===== config.mk =====
export PLATFORM = sky130hd
export DESIGN_NAME = inv_sqrt_ctrl
export DESIGN_NICKNAME = d
export VERILOG_FILES = /design/src/rtl/inv_sqrt_ctrl.sv
export SDC_FILE = /design/constraint.sdc
export NUM_CORES = 1
export LEC_CHECK = 0
export BUFFER_PORTS_ARGS = -buffer_cell sky130_fd_sc_hd__buf_2
export CAP_MARGIN = 20
export CORE_MARGIN = 2
export CORE_UTILIZATION = 55
export DETAILED_ROUTE_END_ITERATION = 10
export PLACE_DENSITY = 0.8
export RECOVER_POWER = 100
export SETUP_SLACK_MARGIN = 0.02
export SLEW_MARGIN = 20
export SYNTH_ARGS = -nofsm -noshare
export SYNTH_HDL_FRONTEND = slang
export SYNTH_SLANG_ARGS = --single-unit

===== constraint.sdc =====
create_clock -name clk -period 10.7 [get_ports clk]
set_input_delay 1.605 -clock clk [delete_from_list [all_inputs] [get_ports clk]]
set_output_delay 1.605 -clock clk [all_outputs]
set_load 0.02 [all_outputs]

===== src/rtl/inv_sqrt_ctrl.sv =====
// rtl/inv_sqrt_ctrl.sv - inverse square root sequencer over a shared float multiplier and 1.5-t unit
// Seeds y from the magic constant, then runs Newton steps y = y*(1.5 - 0.5*x*y*y).
module inv_sqrt_ctrl #(
    parameter int          ITERATIONS = 1,
    parameter logic [31:0] MAGIC      = 32'h5F3759DF
) (
    input  logic        clk,
    input  logic        rst,
    input  logic        start,
    input  logic [31:0] float_in,
    output logic [31:0] float_out,
    output logic        ready,
    output logic        busy,
    output logic        mul_start,
    output logic [31:0] mul_a,
    output logic [31:0] mul_b,
    input  logic [31:0] mul_result,
    input  logic        mul_ready,
    output logic        sub_start,
    output logic [31:0] sub_in,
    input  logic [31:0] sub_out,
    input  logic        sub_ready
);
    localparam logic [31:0] HALF_ONE  = 32'h3F000000;
    localparam logic [31:0] QNAN      = 32'h7FC00000;
    localparam logic [31:0] POS_INF   = 32'h7F800000;
    localparam logic [2:0]  LAST_ITER = 3'(ITERATIONS - 1);

    typedef enum logic [2:0] {IDLE, CHECK, HALF, SQ, MULX, SUB, UPD, DONE} state_t;

    state_t      state;
    logic        waiting;
    logic [31:0] x, xh, y, t;
    logic [2:0]  iter;
    logic        mul_ready_q, sub_ready_q;
    logic        mul_done, sub_done;
    logic        is_special;
    logic [31:0] special_val;

    // Only a rise seen during the wait phase completes an op; a stale high level never does.
    assign mul_done = waiting && mul_ready && !mul_ready_q;
    assign sub_done = waiting && sub_ready && !sub_ready_q;

    always_comb begin
        is_special  = 1'b1;
        special_val = QNAN;
        if (x[30:0] == 31'd0)
            special_val = POS_INF;
        else if (x[31])
            special_val = QNAN;
        else if (x[30:23] == 8'hFF)
            special_val = (x[22:0] != 23'd0) ? QNAN : 32'h0;
        else
            is_special = 1'b0;
    end

    always_ff @(posedge clk or posedge rst) begin
        if (rst) begin
            state       <= IDLE;
            waiting     <= 1'b0;
            x           <= '0;
            xh          <= '0;
            y           <= '0;
            t           <= '0;
            iter        <= '0;
            mul_ready_q <= 1'b0;
            sub_ready_q <= 1'b0;
            float_out   <= '0;
            ready       <= 1'b0;
            busy        <= 1'b0;
            mul_start   <= 1'b0;
            mul_a       <= '0;
            mul_b       <= '0;
            sub_start   <= 1'b0;
            sub_in      <= '0;
        end else begin
            mul_ready_q <= mul_ready;
            sub_ready_q <= sub_ready;
            mul_start   <= 1'b0;
            sub_start   <= 1'b0;
            case (state)
                IDLE, DONE: begin
                    if (start) begin
                        x     <= float_in;
                        ready <= 1'b0;
                        busy  <= 1'b1;
                        state <= CHECK;
                    end
                end
                CHECK: begin
                    iter    <= '0;
                    waiting <= 1'b0;
                    if (is_special) begin
                        float_out <= special_val;
                        ready     <= 1'b1;
                        busy      <= 1'b0;
                        state     <= DONE;
                    end else begin
                        y     <= MAGIC - {1'b0, x[31:1]};
                        state <= HALF;
                    end
                end
                HALF: begin
                    if (!waiting) begin
                        mul_a     <= x;
                        mul_b     <= HALF_ONE;
                        mul_start <= 1'b1;
                        waiting   <= 1'b1;
                    end else if (mul_done) begin
                        xh      <= mul_result;
                        waiting <= 1'b0;
                        state   <= SQ;
                    end
                end
                SQ: begin
                    if (!waiting) begin
                        mul_a     <= y;
                        mul_b     <= y;
                        mul_start <= 1'b1;
                        waiting   <= 1'b1;
                    end else if (mul_done) begin
                        t       <= mul_result;
                        waiting <= 1'b0;
                        state   <= MULX;
                    end
                end
                MULX: begin
                    if (!waiting) begin
                        mul_a     <= xh;
                        mul_b     <= t;
                        mul_start <= 1'b1;
                        waiting   <= 1'b1;
                    end else if (mul_done) begin
                        t       <= mul_result;
                        waiting <= 1'b0;
                        state   <= SUB;
                    end
                end
                SUB: begin
                    if (!waiting) begin
                        sub_in    <= t;
                        sub_start <= 1'b1;
                        waiting   <= 1'b1;
                    end else if (sub_done) begin
                        t       <= sub_out;
                        waiting <= 1'b0;
                        state   <= UPD;
                    end
                end
                UPD: begin
                    if (!waiting) begin
                        mul_a     <= y;
                        mul_b     <= t;
                        mul_start <= 1'b1;
                        waiting   <= 1'b1;
                    end else if (mul_done) begin
                        y       <= mul_result;
                        iter    <= iter + 3'd1;
                        waiting <= 1'b0;
                        if (iter == LAST_ITER) begin
                            float_out <= mul_result;
                            ready     <= 1'b1;
                            busy      <= 1'b0;
                            state     <= DONE;
                        end else begin
                            state <= SQ;
                        end
                    end
                end
                default: state <= IDLE;
            endcase
        end
    end
endmodule

Word level (Yosys, flattened, before mapping)
Cells that the tools add are included.
- add/sub/neg operators: 2
- equality and inequality tests: 29
- muxes and demuxes: 63
- bitwise gates (word level): 1
- reductions and logical operators: 32
- operators by type and width (operator ; number):
    $mux W32 ; 14
    $pmux W32 S2 ; 3
    $pmux W32 S3 ; 2
    $mux W31 ; 4
    $mux W3 ; 15
    $ne A2 B2 Y1 const B ; 19
    $sub A31 B31 Y32 const A ; 1
    $logic_not A31 Y1 ; 1
    $reduce_bool A23 Y1 ; 1
    $pmux W3 S7 ; 1
    $mux W1 ; 20
    $eq A3 B3 Y1 const B ; 4
    $reduce_and A4 Y1 ; 3
    $reduce_bool A3 Y1 ; 4
    $reduce_and A11 Y1 ; 1
    $reduce_and A5 Y1 ; 2
    $pmux W1 S3 ; 3
    $eq A8 B8 Y1 const B ; 1
    $reduce_or A2 Y1 ; 4
    $eq A3 B2 Y1 const B ; 2
    $logic_not A3 Y1 ; 2
    $pmux W3 S2 ; 1
    $reduce_and A3 Y1 ; 2
    $reduce_and A6 Y1 ; 1
    other kinds (9) ; 16
- flip-flop bits (word level): 269
- input port bits: 101
- output and inout port bits: 132
- logic and storage cells: 144

Logic depth before layout (Yosys ltp)
Gate-level depths: netlist (run 1).
- depth after elaboration: 7
- mapped depth: 10
- gate-level depth less buffers: 8

Least setup slack after synthesis (run 1)
OpenSTA, ideal clock, no wires.
- path type: input port to flip-flop
- from: in mul_ready
- to: reg t[0]
- setup time: 77 ps
- arrival time: 2932 ps
- data required time: 10623 ps
- slack: 7690 ps
- cell stages on the path: 7
- buffers on the path: 1
- cells stage by stage: nand2_1 nor2_1 o21ai_0 a21oi_1 clkbuf_1 nor2_1 a21oi_1
- longest elaborated chain between the ends: 4
- RTL lines (item ; RTL line ; text):
    from (decl) ; 18 ; input logic mul_ready,
    $logic_and A1 B1 Y1 (2 in a row) ; 41 ; assign mul_done = waiting && mul_ready && !mul_ready_q;
    $ne A2 B1 Y1 (no line) ; -- ;
    $reduce_and A5 Y1 (no line) ; -- ;
    to (signal assigned) ; 122 ; t <= mul_result;
    to (signal assigned) ; 134 ; t <= mul_result;
    to (signal assigned) ; 145 ; t <= sub_out;
    to (decl) ; 33 ; logic [31:0] x, xh, y, t;
No other way between the ends.
A chain may end at the register's enable or synchronous reset.

Final worst setup path (run 1)
- from: reg state[0]
- to: reg float_out[30]
- longest elaborated chain between the ends: 3
- elaborated cells between the ends (all ways): 9
- classes of those cells: 6 x eq/ne; 1 x mux; 2 x reduce/logical
- RTL lines (item ; RTL line ; text):
    from (decl) ; 31 ; state_t state;
    from (signal assigned) ; 59 ; state <= IDLE;
    from (signal assigned) ; 87 ; state <= CHECK;
    from (signal assigned) ; 97 ; state <= DONE;
    $eq A3 B3 Y1 or $eq A3 B1 Y1 (tied branches) ; 81 ; case (state)
    $ne A2 B2 Y1 (no line) or $reduce_bool A2 Y1 (tied branches) ; -- ;
    $reduce_and A5 Y1 (no line) ; -- ;
    to (signal assigned) ; 94 ; float_out <= special_val;
    to (signal assigned) ; 161 ; float_out <= mul_result;
    to (decl) ; 11 ; output logic [31:0] float_out,
Parallel ways exist; a longest one is shown, timed or not.

==> results.json, run 1 <==
{
  "status": "finished with violations",
  "violations": "max-capacitance violations, max-slew violations",
  "end_kind": "flip-flop",
  "vias": 9802,
  "antenna_found_initial": 0,
  "ys.flop_type": "dfrtp_1",
  "final_cells": 1603,
  "yosysSeqAreaShare": 0.5626,
  "power.density_nw_per_um2": 357.6,
  "fillers": 1683,
  "critical_path.startpoint_type": "flip-flop",
  "synth_most_common_cell": "dfrtp_1",
  "numPortBuffers": 232,
  "crit_fanout": 43,
  "wl_per_cell_um": 21.53,
  "syn_inst": 1115,
  "period_needed_ns": 5.685,
  "ys_warn_count": 0,
  "gr-usage-met1": 0.4344,
  "min_path_type": "reg2reg",
  "grt_max_degree": 130,
  "syn_nets": 1220,
  "synth_top_area_cell": "dfrtp_1",
  "post_cts_buffers": 0,
  "worstSkewPairLatency_ns": 0.53,
  "io_pins": 233,
  "drt_iter0_drc": 937,
  "synthAdderAreaFrac": 0.004183,
  "drive_gt1_frac": 0.1908,
  "grt_pass1_vias": 9396,
  "cts_resized": 0,
  "grt-ovfl-total": 0,
  "worstMarginPinSlew_ns": 5.630,
  "ir_drop_mv": 0.2061,
  "cp.required_ns": 11.11,
  "top_usage_layer": "met2",
  "netlist_top_cells_count": "dfrtp_1 (269), nor2_1 (178), a21oi_1 (101), mux2_2 (96), nand2_1 (94)",
  "slew_headroom": -2.774,
  "multi_input_area_um2": 4858,
  "viasPerCell": 6.115,
  "yosys.area_share.simple": 0.1170,
  "htreeDepth": 1,
  "syn2layout_area_growth_pct": 16.98,
  "synth.avg_cell_area_um2": 10.73,
  "final_nets": 1411,
  "grt_use_met3": 0.05838,
  "track_usage": 0.3000,
  "holdBufCountCts": 0,
  "maxSlewViolCount": 332,
  "synth-seq-cells": 269,
  "finClkSkew_ns": 0.01232,
  "yosys-top-cells-area": "dfrtp_1 (56%), mux2_2 (9.0%), nor2_1 (5.6%), a221oi_1 (4.4%), a21oi_1 (4.2%)",
  "cts_buffer_depth": 3,
  "die_area_um2": 22950,
  "numPlacedInstances": 1551,
  "fmax_ghz": 0.1759,
  "rsz0062_at_grt": "false",
  "ff_latch_area_um2": 6731,
  "tritoncts": "yes",
  "whs_ns": 0.4910,
  "grt_pass1_wl_um": 52790,
  "wl_um": 34510,
  "cts_buffers": 27,
  "syn-cell-area_um2": 11960,
  "postRouteAntennaNets": 0,
  "root_buffer": "clkbuf_16",
  "synth_compound_area_frac": 0.1488,
  "async_flop_share": 1.000,
  "synth_top_area_share": 0.5626,
  "gp_congestion": 0.8995,
  "ys_types": 55,
  "firstDrtPassIters": 6,
  "crit_type": "reg2reg",
  "max-cap-violations": 7,
  "hpwl_um": 22590,
  "synth_edf_count": 0,
  "setup_tns_ns": 0,
  "synth.area.mux_share": 0.1196,
  "drc": 0,
  "synth-xor-area-share": 0.01464,
  "rows": 53,
  "cts.sinks": 269,
  "p_leak_nw": 6.296,
  "finalHoldViolCount": 0,
  "die_w_um": 151.5,
  "start_util": 0.5656,
  "post-route-period-util": 0.5313,
  "core_area_um2": 21150,
  "finalSetupViolations": 0,
  "die_h_um": 151.5,
  "grt_util_met2": 0.4701,
  "path_clk_slew_ns": 0.07,
  "crit_arrival_ns": 6.10,
  "synth_top_family_by_area": "compound AO/OA/AOI/OAI gates"
}
layout make-up:
cell class,count,area share
clock buffers,42,0.05802
multi-input cells,751,0.3471
inverters,10,0.002771
repair buffers,247,0.07760
flip-flops and latches,269,0.4810
clock inverters,7,0.008582
diodes,2,0.0003576
well taps,275,0.02458
worst paths after layout:
check                      slack, ns                      start  cells past startpoint                        end
max                             5.02       state[0]$_DFFE_PP0P_                      4  float_out[30]$_DFFE_PP0P_
min                             0.49  float_out[25]$_DFFE_PP0P_                      2  float_out[25]$_DFFE_PP0P_
max reg2reg                     5.02       state[0]$_DFFE_PP0P_                      4  float_out[30]$_DFFE_PP0P_
min reg2reg                     0.49  float_out[25]$_DFFE_PP0P_                      2  float_out[25]$_DFFE_PP0P_
max in group asynchronous       5.35                        rst                      3          y[22]$_DFFE_PP0P_
min in group asynchronous       2.83                        rst                      2        sub_start$_DFF_PP0_
cell usage in the layout (no fill, tap or decap), types with 11 or more instances in the layout:
cell type	n
a221oi_1	60
clkbuf_1	148
nand2_1	94
xor2_1	12
mux2i_1	35
mux2_2	96
nand3_1	11
nor2_1	175
dfrtp_1	269
buf_2	97
a21oi_1	101
clkbuf_16	27
o21ai_0	33
a22o_1	23
report_power, final:
part	switching, W	leakage, nW	internal [W]
registers	0.000440	3.19	0.00150
clock network	0.000395	0.453	0.000593
logic	0.00133	2.65	0.000752
metal layers:
layer	vias up	part of all wire
met5	-	0
met4	0	0.030
met3	72	0.084
met2	477	0.46
met1	4881	0.43
li1	4372	-
stage by stage:
stage / total power, W / utilization / setup WS, ns / area (um^2)
floorplan: 0.003329 / - / 1.685 / 11960
global placement: 0.003959 / 0.6284 / 6.897 / 13290
detailed placement: 0.004050 / 0.6284 / 6.763 / 13290
CTS: 0.005052 / 0.6724 / 7.291 / 14220
global route: 0.005316 / 0.6614 / 4.517 / 13990
finish: 0.005005 / 0.6616 / 5.015 / 14000
worst max-delay path, stage by stage, from the launching register on:
cell and delay [ns]:
dfrtp_1 0.78, or2_0 2.05, o221ai_1 1.53, clkbuf_1 0.76, o31ai_1 0.43
cell families after synthesis:
group	count (synthesis)
xor gates and xnor gates	20
muxes	131
buffers and inverters	95
and+or+nand+nor	332
DFF	269
adders and majority gates	4
AOI/OAI and AO/OA	264
registers in the layout, indices dropped and copies added (netlist names):
signal	count
mul_ready_q	1
sub_start	1
waiting	1
mul_b	32
mul_a	32
sub_ready_q	1
sub_in	32
y	32
t	32
xh	32
iter	3
busy	1
ready	1
mul_start	1
state	3
float_out	32
x	32
Note: power is estimated with default switching activity, not from simulation.
==> inputs of run 2 (changes only) <==
==> constraint.sdc (replaced) <==
create_clock -name clk -period 5.8 [get_ports clk]
set_input_delay 0.87 -clock clk [delete_from_list [all_inputs] [get_ports clk]]
set_output_delay 0.87 -clock clk [all_outputs]
set_load 0.02 [all_outputs]
==> results.json, run 2 (synthesized netlist as in run 1, its figures left out) <==
{
  "multi_input_area_um2": 4850,
  "final_nets": 1414,
  "critPathBufInv": 1,
  "drt_iter0_drc": 973,
  "firstDrtPassIters": 6,
  "tritoncts": "yes",
  "worstSkewPairLatency_ns": 0.55,
  "cp-startpoint": "state[0]$_DFFE_PP0P_",
  "crit_top_cell": "a21oi_1",
  "r2r_slack_ns": 1.51,
  "wl_per_cell_um": 21.53,
  "cts_buffer_depth": 3,
  "gp_congestion": 0.8923,
  "cp.required_ns": 6.26,
  "max-cap-violations": 6,
  "fillers": 1670,
  "critical_path.startpoint_type": "flip-flop",
  "syn2layout_area_growth_pct": 17.54,
  "holdPathEnd": "mul_ready_q$_DFF_PP0_",
  "numPortBuffers": 232,
  "whs_path_depth": 1,
  "cpPeakStageDelay_ns": 1.56,
  "holdBufCountCts": 0,
  "numPlacedInstances": 1553,
  "slew_headroom": -1.129,
  "grt_pass1_vias": 9527,
  "htreeDepth": 1,
  "ff_latch_area_um2": 6731,
  "wl_met1_um": 14730,
  "cts.sinks": 269,
  "dr_wl_met2_um": 15920,
  "layout_common_cells": "dfrtp_1 (269), nor2_1 (176), clkbuf_1 (143), a21oi_1 (101), buf_2 (97)",
  "crit_fanout": 40,
  "wl_um": 34530,
  "end_kind": "flip-flop",
  "fmax_ghz": 0.2329,
  "worstMarginPinSlew_ns": 3.182,
  "highest_layer": "met4",
  "antenna_found_initial": 0,
  "rsz0062_at_grt": "false",
  "critPathTopFamily": "compound AO/OA/AOI/OAI gates",
  "path_clk_slew_ns": 0.06,
  "root_buffer": "clkbuf_16",
  "vias": 9956,
  "finalHoldViolCount": 0,
  "met3_wirelength_um": 3116,
  "grt_max_degree": 154,
  "path_cells": "nor2b_1, nand2_1, a31oi_1, a21oi_1, buf_4, nor2_1, a21oi_1",
  "final_cells": 1604,
  "die_h_um": 151.5,
  "finalSetupViolations": 0,
  "cpMaxStageDelayCell": "a21oi_1",
  "crit_arrival_ns": 4.76,
  "crit_type": "reg2reg",
  "r2r_cells": 7,
  "power.density_nw_per_um2": 661.9,
  "grt-ovfl-total": 0,
  "violations": "max-capacitance violations, max-slew violations",
  "start_util": 0.5656,
  "die_area_um2": 22950,
  "setup_tns_ns": 0,
  "timing.rr.start": "state[0]$_DFFE_PP0P_",
  "track_usage": 0.2965,
  "grt_pass1_wl_um": 52720,
  "min_path_type": "in2reg",
  "maxSlewViolCount": 198,
  "post-route-period-util": 0.7403,
  "rows": 53,
  "post_cts_buffers": 0,
  "finClkSkew_ns": 0.01882,
  "drive_gt1_frac": 0.1949,
  "period_needed_ns": 4.294,
  "viasPerCell": 6.207,
  "p_leak_nw": 6.344,
  "antenna_cells": 0,
  "min_from": "mul_ready",
  "cts_resized": 0,
  "postRouteAntennaNets": 0,
  "status": "finished with violations",
  "io_pins": 233,
  "cts_buffers": 28,
  "final_common_cell": "dfrtp_1",
  "r2r-end": "t[10]$_DFFE_PP0P_",
  "drc": 0,
  "core_area_um2": 21150,
  "die_w_um": 151.5,
  "hpwl_um": 22700,
  "ir_drop_mv": 0.3433
}
[run 2: cell count changes in the layout (fill, tap and decap cells not counted), sizes merged]
cell | previous run | this run
clkbuf | 183 | 178
buf | 106 | 110
clkinv | 3 | 6
diode | 2 | 0
clkinvlp | 2 | 3
[run 2: area by class of cell]
type                            instances  share of cell area
Sequential cell                       269              0.4787
Multi-Input combinational cell        751              0.3449
Timing Repair Buffer                  249             0.08088
Clock buffer                           39             0.05855
Tap cell                              275             0.02447
Clock inverter                         11            0.009609
Inverter                               10            0.002936
[run 2: layer usage]
layer | GRT usage | up-vias
met5 | 0 | -
met4 | 0.08832 | 0
met3 | 0.04072 | 66
met2 | 0.4652 | 549
met1 | 0.4338 | 4976
li1 | - | 4365
[run 2: worst max path at each step]
stage                                           end  slack [ns]  depth (start not counted)
after global routing              t[16]$_DFFE_PP0P_        1.17                          7
final                             t[10]$_DFFE_PP0P_        1.51                          7
after global placement    float_out[16]$_DFFE_PP0P_        2.65                          5
after detailed placement  float_out[13]$_DFFE_PP0P_        2.50                          5
after floorplan                    busy$_DFFE_PP0P_        1.38                          1
after CTS                 float_out[20]$_DFFE_PP0P_        2.46                          5
[run 2: per-stage QoR]
stage | utilization | total power [W] | hold WS, ns | setup WS [ns] | cell area [um^2]
floorplan | - | 0.006142 | 0.4629 | 1.377 | 11970
global placement | 0.6292 | 0.007299 | 0.4624 | 2.647 | 13310
detailed placement | 0.6292 | 0.007467 | 0.4704 | 2.500 | 13310
CTS | 0.6745 | 0.009358 | 0.4585 | 2.465 | 14270
global route | 0.6648 | 0.009847 | 0.4884 | 1.173 | 14060
finish | 0.6648 | 0.009307 | 0.4799 | 1.506 | 14060
[run 2: power breakdown]
part | switching [W] | total, W | internal, W
sequential | 0.000856 | 0.00362 | 0.00276
clock | 0.000733 | 0.00185 | 0.00112
combinational | 0.00243 | 0.00384 | 0.00141
total | 0.00402 | 0.00931 | 0.00529
[run 2: worst reg2reg max path, delay by kind of cell (launching register included)]
family,cells,cell delay (ns)
compound gates,3,1.97
flops,1,0.60
simple gates,3,1.05
buf+inv,1,0.62
==> inputs of run 3 (changes only) <==
==> constraint.sdc (replaced) <==
create_clock -name clk -period 4.2 [get_ports clk]
set_input_delay 0.63 -clock clk [delete_from_list [all_inputs] [get_ports clk]]
set_output_delay 0.63 -clock clk [all_outputs]
set_load 0.02 [all_outputs]
==> results.json, run 3 (synthesized netlist as in run 1, its figures left out) <==
{
  "cts_buffers": 27,
  "end_kind": "flip-flop",
  "grt-ovfl-total": 0,
  "tritoncts": "yes",
  "cts_resized": 0,
  "die_area_um2": 22950,
  "grt_pass1_wl_um": 53170,
  "violations": "max-capacitance violations, max-slew violations",
  "postRouteAntennaNets": 0,
  "setup_tns_ns": 0,
  "finClkSkew_ns": 0.01642,
  "die_h_um": 151.5,
  "hpwl_um": 23520,
  "syn2layout_area_growth_pct": 18.11,
  "cp.required_ns": 4.62,
  "core_area_um2": 21150,
  "finalHoldViolCount": 0,
  "drive_gt1_frac": 0.1997,
  "firstDrtPassIters": 5,
  "fmax_ghz": 0.2823,
  "cpMaxStageDelayCell": "nor2_1",
  "grt_pass1_vias": 9564,
  "cpPeakStageDelay_ns": 1.17,
  "top_usage_layer": "met2",
  "wl_per_cell_um": 21.77,
  "rows": 53,
  "path_cells": "nand2_1, nor2_1, nand2_1, o21a_1, a221o_1",
  "multi_input_area_um2": 4877,
  "viasPerCell": 6.236,
  "p_leak_nw": 6.385,
  "layout_common_cells": "dfrtp_1 (269), nor2_1 (175), clkbuf_1 (141), a21oi_1 (100), buf_2 (98)",
  "max-cap-violations": 3,
  "worstSkewPairLatency_ns": 0.55,
  "finalSetupViolations": 0,
  "drc": 0,
  "slew_headroom": -0.2871,
  "final_cells": 1608,
  "min_path_type": "in2reg",
  "grt_use_met3": 0.04551,
  "fin_util": 0.6680,
  "maxSlewViolCount": 97,
  "htreeDepth": 1,
  "crit_type": "reg2reg",
  "drt_iter0_drc": 894,
  "numPlacedInstances": 1561,
  "rsz0062_at_grt": "false",
  "vias": 10028,
  "crit_arrival_ns": 3.96,
  "status": "finished with violations",
  "cts.sinks": 269,
  "critical_path.startpoint_type": "flip-flop",
  "grt_max_degree": 92,
  "die_w_um": 151.5,
  "critPathBufInv": 0,
  "holdBufCountCts": 0,
  "gr-usage-met1": 0.4400,
  "post_cts_buffers": 0,
  "post-route-period-util": 0.8435,
  "final_common_cell": "dfrtp_1",
  "antenna_found_initial": 0,
  "power.density_nw_per_um2": 917.4,
  "ir_drop_mv": 0.4595,
  "numPortBuffers": 232,
  "crit_top_cell": "nand2_1",
  "final_nets": 1421,
  "ff_latch_area_um2": 6731,
  "gp_congestion": 0.9087,
  "wl_um": 35000,
  "start_util": 0.5656,
  "grt_util_met2": 0.4708,
  "path_clk_slew_ns": 0.06,
  "period_needed_ns": 3.543,
  "io_pins": 233,
  "fillers": 1666,
  "cts_buffer_depth": 3,
  "critPathTopFamily": "simple AND/OR/NAND/NOR gates",
  "track_usage": 0.3009,
  "crit_fanout": 25,
  "worstMarginPinSlew_ns": 1.931,
  "root_buffer": "clkbuf_16"
}
[run 3: cell types whose count changed in the layout (fill, tap and decap cells not counted), moves of 3 or more]
cell / before / now
clkbuf_2: 0 / 5
bufinv_16: 3 / 6
clkinv_2: 6 / 1
clkinvlp_4: 3 / 0
[run 3: where the power goes]
| group | internal [W] | switching (W) | total [W] |
|---|---|---|---|
| combinational | 0.00192 | 0.00338 | 0.00531 |
| clock | 0.00168 | 0.00102 | 0.00269 |
| sequential | 0.00381 | 0.00116 | 0.00497 |
| total | 0.00741 | 0.00556 | 0.0130 |
[run 3: metrics by stage]
| stage | hold WS, ns | power (W) | setup WS (ns) | cell area [um^2] |
|---|---|---|---|---|
| after floorplan | 0.4629 | 0.008481 | 0.01655 | 11970 |
| after global placement | 0.4624 | 0.01013 | 1.178 | 13380 |
| after detailed placement | 0.4673 | 0.01035 | 1.056 | 13380 |
| after CTS | 0.2165 | 0.01308 | 1.011 | 14370 |
| after global routing | 0.2358 | 0.01370 | 0.3906 | 14130 |
| final | 0.2469 | 0.01296 | 0.6573 | 14130 |
[run 3: cell type report]
cell class              count  share of cell area
diodes                      1           0.0001771
clock buffers              37             0.05614
clock inverters             8             0.01372
inverters                  10            0.002745
multi-input cells         751              0.3451
flip-flops and latches    269              0.4764
well taps                 275             0.02435
repair buffers            257             0.08137
[run 3: worst reg2reg max path, cell delays in order, from the launching register on]
cell	delay, ns
dfrtp_1	0.63
nand2_1	0.19
nor2_1	1.17
nand2_1	0.36
o21a_1	0.57
a221o_1	0.50
[run 3: worst paths after layout]
path / slack, ns / startpoint / to / depth (start not counted)
worst max-delay path: 0.66 / state[1]$_DFFE_PP0P_ / y[27]$_DFFE_PP0P_ / 5
worst min-delay path: 0.25 / mul_ready / mul_ready_q$_DFF_PP0_ / 1
worst max register to register: 0.66 / state[1]$_DFFE_PP0P_ / y[27]$_DFFE_PP0P_ / 5
worst min register to register: 0.48 / float_out[28]$_DFFE_PP0P_ / float_out[28]$_DFFE_PP0P_ / 2
max in group asynchronous: 1.08 / rst / y[11]$_DFFE_PP0P_ / 4
min in group asynchronous: 0.28 / rst / sub_in[29]$_DFFE_PP0P_ / 2
[run 3: layer usage]
layer / vias to the layer above / wire (um)
li1: 4379 / -
met1: 4997 / 14820
met2: 585 / 16290
met3: 67 / 3044
met4: 0 / 845
met5: - / 0
